<file path="src/rtl/lpc_pkg.sv">
// Shared types and constants for the LPC decoder: excitation state, frame parameters
// and the noise LFSR polynomial.
package lpc_pkg;

    // x^16 + x^14 + x^13 + x^11 + 1, taken from bits 15, 13, 12, 10 of a shift-left register
    localparam logic [15:0] LFSR_TAPS         = 16'hB400;
    localparam logic [15:0] DEFAULT_LFSR_SEED = 16'hACE1;
    localparam int          PITCH_MAX_W       = 16;

    typedef enum logic {
        IDLE = 1'b0,
        RUN  = 1'b1
    } state_t;

    typedef struct packed {
        logic                   voiced;
        logic [PITCH_MAX_W-1:0] pitch;
        logic [15:0]            gain;
    } frame_t;

endpackage

</file>
<file path="src/rtl/lpc_excitation_gen_lfsr16.sv">
// 16-bit Fibonacci LFSR noise source; shifts left with the feedback bit entering bit 0.
module lpc_lfsr16
    import lpc_pkg::*;
#(
    parameter logic [15:0] SEED = DEFAULT_LFSR_SEED
) (
    input  logic        clk,
    input  logic        rst,
    input  logic        advance,
    output logic [15:0] value
);

    always_ff @(posedge clk) begin
        if (rst) begin
            value <= SEED;
        end else if (advance) begin
            value <= {value[14:0], ^(value & LFSR_TAPS)};
        end
    end

endmodule

</file>
<file path="src/rtl/lpc_excitation_gen.sv">
// LPC excitation source: gain-scaled pitch pulse train or LFSR noise per frame, with a
// one-deep frame buffer so consecutive frames run without sample gaps.
module lpc_excitation_gen
    import lpc_pkg::*;
#(
    parameter int          FRAME_LEN = 160,
    parameter int          PITCH_W   = 8,
    parameter logic [15:0] LFSR_SEED = DEFAULT_LFSR_SEED
) (
    input  logic               clk,
    input  logic               rst,
    input  logic               frame_valid,
    output logic               frame_ready,
    input  logic               frame_voiced,
    input  logic [PITCH_W-1:0] frame_pitch,
    input  logic [15:0]        frame_gain,
    input  logic               sample_tick,
    output logic [15:0]        x,
    output logic               v,
    output logic               frame_done,
    output logic               underrun,
    output logic               busy
);

    localparam int               CNT_W    = $clog2(FRAME_LEN);
    localparam logic [CNT_W-1:0] LAST_CNT = CNT_W'(FRAME_LEN - 1);

    state_t                 state, state_next;
    frame_t                 shadow, active, active_next;
    logic                   shadow_full, shadow_full_next;
    logic [CNT_W-1:0]       sample_cnt, sample_cnt_next;
    logic [PITCH_MAX_W-1:0] pitch_cnt, pitch_cnt_next, pitch_step;
    logic [15:0]            x_next, lfsr_value;
    logic                   run_tick, last_sample, capture, transfer;
    logic signed [31:0]     product;
    logic                   unused_product_bits;

    lpc_lfsr16 #(.SEED(LFSR_SEED)) u_lfsr (
        .clk     (clk),
        .rst     (rst),
        .advance (run_tick),
        .value   (lfsr_value)
    );

    assign frame_ready = !shadow_full;
    assign busy        = (state == RUN);

    always_comb begin
        run_tick    = (state == RUN) && sample_tick;
        last_sample = (sample_cnt == LAST_CNT);
        capture     = frame_valid && !shadow_full;
        transfer    = shadow_full && ((state == IDLE) || (run_tick && last_sample));
        product     = $signed({{16{lfsr_value[15]}}, lfsr_value})
                    * $signed({{16{active.gain[15]}}, active.gain});
        pitch_step  = (pitch_cnt == active.pitch - PITCH_MAX_W'(1)) ? '0
                                                                    : pitch_cnt + PITCH_MAX_W'(1);

        state_next       = state;
        active_next      = active;
        shadow_full_next = shadow_full;
        sample_cnt_next  = sample_cnt;
        pitch_cnt_next   = pitch_cnt;
        x_next           = x;

        if (capture) shadow_full_next = 1'b1;

        if (run_tick) begin
            // Noise path keeps bits [30:15] of the Q15 product: arithmetic shift, floor rounding
            x_next          = !active.voiced          ? product[30:15] :
                              (pitch_cnt == '0)       ? active.gain    : 16'h0000;
            sample_cnt_next = last_sample ? '0 : sample_cnt + CNT_W'(1);
            if (active.voiced) pitch_cnt_next = pitch_step;
        end

        case (state)
            IDLE:    if (shadow_full) state_next = RUN;
            RUN:     if (run_tick && last_sample && !shadow_full) state_next = IDLE;
            default: state_next = IDLE;
        endcase

        // Pulse phase carries over only between two voiced frames; otherwise the pulse is on sample 0
        if (transfer) begin
            active_next      = shadow;
            shadow_full_next = 1'b0;
            if ((state == IDLE) || !active.voiced || !shadow.voiced || (pitch_step >= shadow.pitch))
                pitch_cnt_next = '0;
            else
                pitch_cnt_next = pitch_step;
        end
    end

    assign unused_product_bits = ^{product[31], product[14:0]};

    always_ff @(posedge clk) begin
        if (rst) begin
            state       <= IDLE;
            shadow      <= '0;
            shadow_full <= 1'b0;
            active      <= '0;
            sample_cnt  <= '0;
            pitch_cnt   <= '0;
            x           <= '0;
            v           <= 1'b0;
            frame_done  <= 1'b0;
            underrun    <= 1'b0;
        end else begin
            state       <= state_next;
            shadow_full <= shadow_full_next;
            active      <= active_next;
            sample_cnt  <= sample_cnt_next;
            pitch_cnt   <= pitch_cnt_next;
            x           <= x_next;
            v           <= run_tick;
            frame_done  <= run_tick && last_sample;
            underrun    <= sample_tick && (state == IDLE);
            if (capture) begin
                shadow.voiced <= frame_voiced && (frame_pitch != '0);
                shadow.pitch  <= PITCH_MAX_W'(frame_pitch);
                shadow.gain   <= frame_gain;
            end
        end
    end

endmodule

</file>
<file path="config.mk">
export PLATFORM = sky130hd
export DESIGN_NAME = lpc_excitation_gen
export DESIGN_NICKNAME = d
export VERILOG_FILES = /design/src/rtl/lpc_pkg.sv /design/src/rtl/lpc_excitation_gen_lfsr16.sv /design/src/rtl/lpc_excitation_gen.sv
export SDC_FILE = /design/constraint.sdc
export NUM_CORES = 1
export LEC_CHECK = 0
export BUFFER_PORTS_ARGS = -buffer_cell sky130_fd_sc_hd__buf_4
export CORE_MARGIN = 10
export CORE_UTILIZATION = 46
export CTS_CLUSTER_DIAMETER = 60
export DETAILED_ROUTE_END_ITERATION = 10
export HOLD_SLACK_MARGIN = 0.06
export PLACE_DENSITY = 0.73
export SYNTH_ARGS = -nofsm -noshare
export SYNTH_HDL_FRONTEND = slang
export SYNTH_SLANG_ARGS = --single-unit
</file>
<file path="constraint.sdc">
create_clock -name clk -period 11.4 [get_ports clk]
set_clock_uncertainty 0.15 [all_clocks]
set_input_delay 0.57 -clock clk [delete_from_list [all_inputs] [get_ports clk]]
set_output_delay 0.57 -clock clk [all_outputs]
set_load 0.02 [all_outputs]
</file>
# Word level (Yosys, flattened, before mapping)
# Cells that the tools add are included.
# op_classes
addsub,3
n_mul,1
n_lt_le_gt_ge,1
eq_ne,2
muxes,11
n_bitwise,1
n_reduce_logical,21
# ops
op,count
$mux W16,7
$mul A16 B16 Y31,1
$add A16 B1 Y16 const B,1
$eq A16 B16 Y1,1
$ge A16 B8 Y1,1
$logic_not A16 Y1,1
$reduce_xor A16 Y1,1
$sub A8 B1 Y9 const B,1
$add A8 B1 Y8 const B,1
$eq A8 B8 Y1 const B,1
$mux W8,1
$reduce_bool A8 Y1,1
$logic_and A1 B1 Y1,7
$logic_or A1 B1 Y1,4
$reduce_bool A2 Y1,2
$logic_not A1 Y1,3
$mux W1,2
$pmux W1 S2,1
$reduce_and A2 Y1,1
$reduce_or A2 Y1,1
$not A1 Y1,1
# totals
regBits,111
input_bits,29
output_inout_bits,21
elab_cells,55

# Logic depth before layout (Yosys ltp)
# Gate-level depths: netlist of run 1.
# depth
ltp_word,7
ltp_mapped,24
depth_no_buf,22

# Modules after synthesis
# Synthesis of run 1 repeated with hierarchy kept, for this count alone.
# unflattened
hier_cells,1686
area_unflattened_um2,14546.5
# by_module_without_submodules
mod,instances,cells_each,area_per_inst_um2,seq_area_each_um2
lpc_excitation_gen,1,1631,13927.1,1901.8
lpc_lfsr16,1,55,619.3,320.3

# Worst setup path after synthesis of run 1
# OpenSTA, ideal clock, no wires.
# synth_timing
path_kind,register -> register
start,reg u_lfsr.value[15]
end,reg x[13]
setup_ns,0.086
t_arrival_ns,6.104
required_time_ns,11.164
setup_slack_ns,5.061
stages_incl_launch_ff,24
n_path_buf,2
synth_period_minus_slack_ns,6.339
cell_sequence,dfxtp_1 > clkbuf_1 > buf_1 > nand2_1 > inv_1 > fa_1 > inv_1 > fa_1 > inv_1 > fa_1 > fa_1 > fa_1 > inv_1 > fa_1 > inv_1 > ha_1 > and4_1 > and2_1 > a221oi_1 > nand3_1 > a31oi_1 > xnor2_1 > a22oi_1 > a211oi_1
# synth_between
elab_chain_cells,2
# synth_lines
element,line,source
from (decl),lpc_excitation_gen_lfsr16.sv:10,output logic [15:0] value
from (signal assigned),lpc_excitation_gen_lfsr16.sv:17,"value <= {value[14:0], ^(value & LFSR_TAPS)};"
$mul A16 B16 Y31,lpc_excitation_gen.sv:54,"* $signed({{16{active.gain[15]}}, active.gain});"
$mux W16,lpc_excitation_gen.sv:69,x_next = !active.voiced ? product[30:15] :
to (signal assigned),lpc_excitation_gen.sv:112,x <= x_next;
to (decl),lpc_excitation_gen.sv:18,"output logic [15:0] x,"
# No other way between the ends.
# A chain may end at the register's enable or synchronous reset.

# Final worst setup path of run 1
# Ends and elaborated chain as after synthesis.

==> flow_summary.toml, run 1 <==
[route]
drtIter0Drc = 687
ant_nets = 0
dr.pass1.iters = 7
vias_per_cell = 5.354
drt-total-wl_um = 35170
vias = 11040
drc = 0
routedWlPerCell_um = 17.05

[timing]
finalWorstSetupSlack_ns = 4.317
finalCritPeriodShare_pct = 62.13
setup_tns_ns = 0
fmax_mhz = 141.2
final-setup-viol-count = 0
rsz0062_at_grt = "false"
worst_pin_slew_ns = 1.039
finalCriticalPeriod_ns = 7.083
drv_slew = 0
hold_viol = 0
timing.slew.headroom_pct = 30.55
fin_hold_ws_ns = 0.3031

[clocking]
ctsResizeCount = 0
clockRootBuffer = "clkbuf_16"
numCtsBuffers = 9
cts.sinks = 111
clk_pin_slew_ns = 0.09
cts_max_level = 3
postCtsHoldBufs = 0
clk_path_buf_depth = 2
insertion_delay_ns = 0.36
cts_tree = "yes"
post_cts_buffers = 0

[place]
port-buffer-count = 49
place_area_um2 = 15030
dpl.hpwl_um = 27460
post-place-ws_ns = 4.412
gp_congestion = 0.9428

[synthesis]
synth_warnings = 0
synth_fp_nets = 2052
ys_types = 67
syn_inst = 1679
yosysSeqAreaShare_pct = 15.39
synth_ff_type = "dfxtp_1"
synthArstFlopShare_pct = 0
synth_edf_count = 0
ys_ff_latch = 111
avgSynthCellArea_um2 = 8.597
syn_area_um2 = 14440

[worst_setup_path]
arrival_ns = 7.20
critPathRequiredTime_ns = 11.52
cpMostUsedCell = "fa_1"
critical_path_class = "flop to flop"
crit_chain = "nand2_1 -> inv_1 -> fa_1 -> inv_1 -> fa_1 -> inv_1 -> fa_1 -> fa_1 -> fa_1 -> inv_1 -> fa_1 -> inv_1 -> ha_1 -> and4_1 -> and2_1 -> a221oi_1 -> nand3_1 -> a31oi_1 -> xnor2_1 -> a22oi_1 -> a211oi_1"
critPathBufInv = 5
cp-end-kind = "flop"
critical_path_depth = 21
rr_worst_depth = 21
worstPathMaxFanout = 19
crit_family = "adder cells"
critPathSlowestCell = "dfxtp_1"
cp-start-kind = "flop"
slowest_delay_ns = 0.79

[pwr]
p_leak_nw = 7.315
peakVddDrop_uv = 104.7
p_per_area_nw_per_um2 = 70.75
power.total_mw = 1.086

[global_routing]
grt_max_degree = 88
gr-total-overflow = 0
grt_pass1_wl_um = 59380
grt_pass1_vias = 11630
antenna_found_initial = 0
groute.usage.overall_pct = 18.81

[status]
status = "finished, final reports clean"

[floorplanning]
die_area_um2 = 38870
core_um2 = 30750
start_util_pct = 46.94
die_w_um = 197.1
row_count = 64
pin_count = 50
die_h_um = 197.1

[min_path]
hold_path_class = "flop to flop"
min_path_cells = 2

[finish]
fin_area_um2 = 15340
drive_gt1_share_pct = 5.282
final_nets = 2035
area_growth_pct = 6.293
diodes = 0

[job]
max_cap_viol_count = 0
## logic make-up (layout without fill, tap and decap cells)
family | Yosys count | in the layout | synth area share (%)
and+or+nand+nor | 594 | 594 | 19.56
buffers and inverters | 402 | 389 | 10.58
adders and majority gates | 344 | 344 | 43.08
AOI/OAI and AO/OA | 176 | 176 | 8.165
DFF | 111 | 111 | 15.39
xor gates and xnor gates | 48 | 48 | 2.912
muxes | 4 | 4 | 0.3034
## cells in the mapped netlist, drive strengths merged (5+ instances only)
library cell / number / area (µm²)
nor4: 7 / 58.81
o211ai: 5 / 37.54
inv: 315 / 1182
dfxtp: 111 / 2222
xor2: 16 / 140.1
nand3: 18 / 90.09
clkbuf: 80 / 301.5
a21o: 7 / 52.55
nand4: 11 / 68.82
buf: 6 / 40.04
nand2b: 7 / 43.79
nor3: 23 / 115.1
nand3b: 7 / 52.55
xnor2: 32 / 280.3
o21ai: 14 / 81.33
and2: 126 / 788.3
a22o: 7 / 61.31
nand2: 293 / 1100
a21oi: 83 / 415.4
fa: 255 / 5105
nor2: 66 / 247.7
or3: 12 / 80.08
a211oi: 13 / 110.1
ha: 89 / 1114
and3: 6 / 38.79
a22oi: 7 / 52.55
## per-stage QoR
| step | instances | utilization (%) |
|---|---|---|
| 5_1_grt | 2062 | 49.90 |
| 4_1_cts | 2062 | 49.90 |
| 3_5_place_dp | 2047 | 48.89 |
| 2_1_floorplan | 1679 | - |
| 6_report | 2062 | 49.90 |
| 3_3_place_gp | 2047 | 48.89 |
## placed cells by master (no fill, tap or decap), types with 12 or more instances in the layout
cell | Yosys | routed
o21ai_0 | 13 | 13
a21oi_1 | 83 | 83
buf_4 | 0 | 58
ha_1 | 89 | 89
nor3_1 | 23 | 23
nor2_1 | 66 | 65
a211oi_1 | 12 | 12
inv_1 | 315 | 315
nand2_1 | 293 | 293
dfxtp_1 | 111 | 111
xor2_1 | 16 | 16
nand3_1 | 18 | 18
xnor2_1 | 32 | 32
fa_1 | 255 | 255
and2_1 | 126 | 126
## per-layer routing
metal,GRT usage [%],vias up,part of all wire (%)
met5,0,-,0
met4,4.529,0,2.2
met3,2.675,56,6.6
met2,33.22,370,50
met1,23.74,5514,41
li1,-,5100,-
## final cells by class
| cell class | count | area (µm²) |
|---|---|---|
| timing repair buffer | 58 | 435.4 |
| fill | 2867 | 15410 |
| clock inverter | 6 | 86.33 |
| multi-input combinational | 1166 | 10690 |
| tap | 396 | 495.5 |
| sequential | 111 | 2222 |
| inverter | 316 | 1186 |
| clock buffer | 9 | 225.2 |
## worst paths after layout
check / startpoint / end / slack, ns
worst max register to register: u_lfsr.value[15]$_SDFFE_PP1P_ / x[13]$_SDFFE_PP0P_ / 4.32
worst min register to register: shadow[8]$_SDFFE_PP0P_ / active[8]$_SDFFE_PP0P_ / 0.30
worst min-delay path: shadow[8]$_SDFFE_PP0P_ / active[8]$_SDFFE_PP0P_ / 0.30
worst max-delay path: u_lfsr.value[15]$_SDFFE_PP1P_ / x[13]$_SDFFE_PP0P_ / 4.32
## sequential cells by signal, indices dropped and copies added (netlist names)
signal        cells
underrun          1
busy              1
v                 1
active           25
pitch_cnt        16
frame_done        1
u_lfsr.value     16
shadow_full       1
shadow           25
x                16
sample_cnt        8
## tightest hold or removal path: cells and delay by family (launching register included)
| family | cells | cell delay (ns) |
|---|---|---|
| flip-flops | 1 | 0.32 |
| AO/OA/AOI/OAI | 1 | 0.05 |
| AND/OR/NAND/NOR | 1 | 0.05 |
## power breakdown
part | internal, mW | switching (mW)
clock | 0.176 | 0.167
combinational | 0.127 | 0.179
sequential | 0.404 | 0.0326
No activity file was read; power rests on OpenSTA's default activity.
==> inputs of run 2 (changes only) <==
Clock period 11.4 ns to 7.1 ns, I/O delays scaled along.
==> flow_summary.toml, run 2 (synthesis gave the netlist of run 1 again) <==
[place]
post-place-ws_ns = 0.2478
port-buffer-count = 49
dp_cells = 2077
dpl.hpwl_um = 28310
gp_congestion = 0.9251

[finish]
drive_gt1_share_pct = 7.189
layout_common_cells = "inv_1 (315), nand2_1 (293), fa_1 (254), and2_1 (126), dfxtp_1 (109)"
final_common_cell = "inv_1"
final_nets = 2065
layout.cells.non_filler = 2094
area_growth_pct = 8.009
fill_cells = 2843
reg_top3 = "active x25, shadow x25"

[route]
drc = 0
vias = 11130
ant_nets = 0
dr.pass1.iters = 5
drt-total-wl_um = 36100
vias_per_cell = 5.313
drtIter0Drc = 774
routedWlPerCell_um = 17.24

[floorplanning]
die_area_um2 = 38870
die_h_um = 197.1
row_count = 64
die_w_um = 197.1
start_util_pct = 46.94
core_um2 = 30750
pin_count = 50

[global_routing]
grt_pass1_vias = 11750
grt_pass1_wl_um = 60170
groute.usage.overall_pct = 19.19
antenna_found_initial = 0
gr-total-overflow = 0
grt_max_degree = 91

[worst_setup_path]
critPathSlowestCell = "dfxtp_1"
cp-end-kind = "flop"
arrival_ns = 6.93
cp-start-kind = "flop"
slowest_delay_ns = 0.77
cpMostUsedCell = "fa_1"
critPathBufInv = 3
worstPathMaxFanout = 18
crit_chain = "nand2_1 -> fa_1 -> fa_1 -> inv_1 -> fa_1 -> fa_1 -> fa_1 -> inv_1 -> fa_1 -> inv_1 -> ha_1 -> and4_1 -> and2_1 -> a22oi_1 -> a21oi_1 -> a31oi_1 -> xnor2_1 -> a22oi_1 -> a211oi_1"
critical_path_depth = 19
crit_family = "adder cells"
critical_path_class = "flop to flop"
critPathRequiredTime_ns = 7.24
rr_worst_depth = 19

[clocking]
cts_max_level = 3
cts.sinks = 111
numCtsBuffers = 9
clockRootBuffer = "clkbuf_16"
postCtsHoldBufs = 0
clk_pin_slew_ns = 0.09
cts_tree = "yes"
insertion_delay_ns = 0.38
clk_path_buf_depth = 2

[timing]
timing.slew.headroom_pct = 29.27
worst_pin_slew_ns = 1.058
finalCritPeriodShare_pct = 95.53
hold_viol = 0
rsz0062_at_grt = "false"
fmax_mhz = 147.4
finalWorstSetupSlack_ns = 0.3175
setup_tns_ns = 0
finalCriticalPeriod_ns = 6.783
final-setup-viol-count = 0
drv_slew = 0

[job]
max_cap_viol_count = 0

[min_path]
hold_path_class = "input pin to flop"
min_path_cells = 3

[pwr]
p_leak_nw = 7.467
p_per_area_nw_per_um2 = 112.3
power.total_mw = 1.751
peakVddDrop_uv = 179.7

[status]
status = "finished, final reports clean"
[run 2: changes by cell type in the layout (fill, tap and decap cells not counted)]
cell,change
inv_8,-1
fa_2,+1
dfxtp_2,+2
clkinv_8,+2
inv_6,-1
buf_4,+30
inv_12,+2
bufinv_16,-1
fa_1,-1
diode_2,+1
dfxtp_1,-2
[run 2: final cells by class]
type	instances	area, µm²	share of cell area, %
multi-input combinational	1166	10700	68.60
sequential	111	2225	14.27
inverter	316	1186	7.608
timing repair buffer	88	660.6	4.237
tap	396	495.5	3.178
clock buffer	9	225.2	1.445
clock inverter	7	101.3	0.6500
antenna	1	2.502	0.01605
[run 2: path summary, 6_finish.rpt]
check	from	endpoint	slack [ns]
worst max register to register	active[4]$_SDFFE_PP0P_	x[13]$_SDFFE_PP0P_	0.32
worst min register to register	shadow[2]$_SDFFE_PP0P_	active[2]$_SDFFE_PP0P_	0.31
worst max-delay path	active[4]$_SDFFE_PP0P_	x[13]$_SDFFE_PP0P_	0.32
worst min-delay path	frame_gain[0]	shadow[0]$_SDFFE_PP0P_	0.08
[run 2: power breakdown]
group          internal, mW  switching (mW)
clock network         0.261           0.287
registers             0.648          0.0398
logic                 0.211           0.304
total                  1.12           0.631
[run 2: what timing repair did]
| action | 4_1_cts | 5_1_grt |
|---|---|---|
| endpoints found under the setup margin | 0 | 5 |
| buffers inserted | 0 | 0 |
| gates resized for setup | 0 | 3 |
[run 2: worst register-to-register path, cell delays in order (launching register included)]
cell	delay, ns
dfxtp_1	0.77
nand2_1	0.28
fa_1	0.64
fa_1	0.52
inv_1	0.30
fa_1	0.50
fa_1	0.52
fa_1	0.49
inv_1	0.05
fa_1	0.47
inv_1	0.04
ha_1	0.33
and4_1	0.19
and2_1	0.20
a22oi_1	0.27
a21oi_1	0.16
a31oi_1	0.34
xnor2_1	0.16
a22oi_1	0.11
a211oi_1	0.24
[run 2: per-stage QoR]
step	cell area [µm²]	util (%)	hold WS [ns]
5_1_grt	15590	50.70	0.08556
4_1_cts	15580	50.68	0.07296
3_5_place_dp	15260	49.62	0.2968
6_report	15590	50.70	0.07700
3_3_place_gp	15260	49.62	0.2917
2_1_floorplan	14440	-	0.2821
[run 2: metal layers]
layer | global-route usage [%] | vias to the layer above | routed length, µm
li1 | - | 5169 | -
met3 | 2.436 | 69 | 2243
met5 | 0 | - | 0
met1 | 24.42 | 5535 | 15090
met4 | 5.440 | 0 | 955
met2 | 33.49 | 353 | 17820
==> inputs of run 3 (changes only) <==
Settings changed: ABC_AREA set to 1.
==> flow_summary.toml, run 3 <==
[synthesis]
synth_fp_nets = 2468
ys_ff_latch = 111
ys_top_cells_by_count = "inv_1 (523), nand2_1 (455), fa_1 (255), nor2_1 (167), o21ai_0 (113)"
synth_top_family_by_area = "adder cells"
synthXorXnorAreaFrac_pct = 1.765
synth_warnings = 0
ys_types = 43
synth_area_leaders = "fa_1 (33%), dfxtp_1 (14%), inv_1 (13%)"
synth_ff_type = "dfxtp_1"
synth_edf_count = 0
yosys.area_share.simple_pct = 19.99
synth_mux_area_share_pct = 0
syn_area_um2 = 15390
synth_compound_area_share_pct = 8.074
yosysSeqAreaShare_pct = 14.44
synthAdderAreaFrac_pct = 40.41
synthArstFlopShare_pct = 0
synth_top_area_share_pct = 33.18
yosys.area.top_type = "fa_1"
avgSynthCellArea_um2 = 7.345
yosysMostFrequentCell = "inv_1"
syn_inst = 2095

[finish]
area_growth_pct = 6.521
layout_common_cells = "inv_1 (522), nand2_1 (455), fa_1 (255), nor2_1 (167), o21ai_0 (113)"
final_nets = 2454
final_common_cell = "inv_1"
reg_top3 = "active x25, shadow x25"
final_util_pct = 50.00
layout.cells.non_filler = 2528
diodes = 0
drive_gt1_share_pct = 5.513

[timing]
hold_viol = 0
finalWorstSetupSlack_ns = 0.4651
final-setup-viol-count = 0
rsz0062_at_grt = "false"
finalCriticalPeriod_ns = 6.635
drv_slew = 0
timing.slew.headroom_pct = 33.44
setup_tns_ns = 0
finalCritPeriodShare_pct = 93.45
worst_pin_slew_ns = 0.9984
fmax_mhz = 150.7
fin_hold_ws_ns = 0.07126

[floorplanning]
pin_count = 50
die_h_um = 202.9
start_util_pct = 46.94
die_w_um = 202.9
core_um2 = 32780
die_area_um2 = 41170
row_count = 66

[place]
dp_cells = 2512
post-place-ws_ns = 0.5358
port-buffer-count = 49
gp_congestion = 0.9287
dpl.hpwl_um = 33310

[global_routing]
grt_pass1_wl_um = 67410
gr-total-overflow = 0
grt_pass1_vias = 13100
antenna_found_initial = 0
groute.usage.overall_pct = 20.02
grt_max_degree = 87

[worst_setup_path]
cp-end-kind = "flop"
cp-startpoint = "active[1]$_SDFFE_PP0P_"
arrival_ns = 6.79
worstPathMaxFanout = 17
rr_startpoint = "active[1]$_SDFFE_PP0P_"
cp-start-kind = "flop"
critical_path_class = "flop to flop"
critPathRequiredTime_ns = 7.25

[pwr]
peakVddDrop_uv = 362.0
swShare_pct = 55.89
p_leak_nw = 9.053
comb_power_share_pct = 79.4
clock_power_share_pct = 8.2
p_switching_mw = 3.481
internal_power_mw = 2.748
p_seq_share_pct = 12.5
p_per_area_nw_per_um2 = 380.0

[route]
ant_nets = 0
vias_per_cell = 5.100
drt-total-wl_um = 40490
drtIter0Drc = 984
routedWlPerCell_um = 16.02
drc = 0
vias = 12890
dr.pass1.iters = 8

[clocking]
clk_pin_slew_ns = 0.09
postCtsHoldBufs = 0
post_cts_buffers = 0
clockRootBuffer = "clkbuf_16"
clk_path_buf_depth = 2
cts.sinks = 111
cts_tree = "yes"
insertion_delay_ns = 0.37
ctsResizeCount = 0
cts_max_level = 3
numCtsBuffers = 9

[job]
max_cap_viol_count = 0

[min_path]
holdCritStartpoint = "sample_tick"
hold_path_class = "input pin to flop"

[status]
status = "finished, final reports clean"
[run 3: kinds of logic after synthesis]
family	Yosys count
AND/OR/NAND/NOR	753
buffers and inverters	624
adder cells (fa/ha/maj)	344
AO/OA/AOI/OAI	232
flip-flops	111
XOR/XNOR	31
[run 3: path summary, 6_finish.rpt]
path,end,slack [ns],cells past startpoint
setup / recovery,x[14]$_SDFFE_PP0P_,0.47,20
setup reg to reg,x[14]$_SDFFE_PP0P_,0.47,20
hold / removal,underrun$_SDFF_PP0_,0.07,3
hold reg to reg,sample_cnt[6]$_SDFFE_PP0P_,0.29,1
[run 3: final cells by class]
type	instances	area [µm²]
fill	3231	16390
multi-input combinational	1360	10810
sequential	111	2222
inverter	527	1978
tap	442	553.0
timing repair buffer	72	540.5
clock buffer	10	229.0
clock inverter	6	55.05
[run 3: stage by stage]
step	total power, mW	area, µm²
5_1_grt	6.949	16390
4_1_cts	6.206	16390
3_5_place_dp	5.664	16110
2_1_floorplan	4.290	15390
6_report	6.229	16390
3_3_place_gp	5.633	16110
[run 3: critical path: stages, from the launching register on]
cell and delay, ns:
dfxtp_1 0.54, nand2_1 0.22, inv_1 0.11, fa_1 0.76, inv_1 0.11, fa_1 0.70
inv_1 0.23, fa_1 0.54, fa_1 0.55, inv_1 0.05, fa_1 0.48, inv_1 0.05
fa_1 0.44, ha_1 0.35, inv_1 0.10, nor3_1 0.23, nor3b_1 0.32, nand4_1 0.21
nand3_1 0.13, nand3_1 0.13, a21oi_1 0.18
[run 3: power by group through the flow]
stage | registers (mW) | clock network (mW) | logic (mW)
after floorplan | 0.720 | 0 | 3.57
after global placement | 0.785 | 0 | 4.85
final | 0.776 | 0.510 | 4.94
after CTS | 0.773 | 0.517 | 4.92
after detailed placement | 0.787 | 0 | 4.88
after global routing | 0.783 | 0.539 | 5.63
[run 3: layer usage]
layer  vias up  track usage, %  share of wire (%)
met4         0           3.997                1.6
li1       6153               -                  -
met3        38           3.773                8.1
met1      6266           27.47                 44
met5         -               0                  0
met2       435           32.33                 46
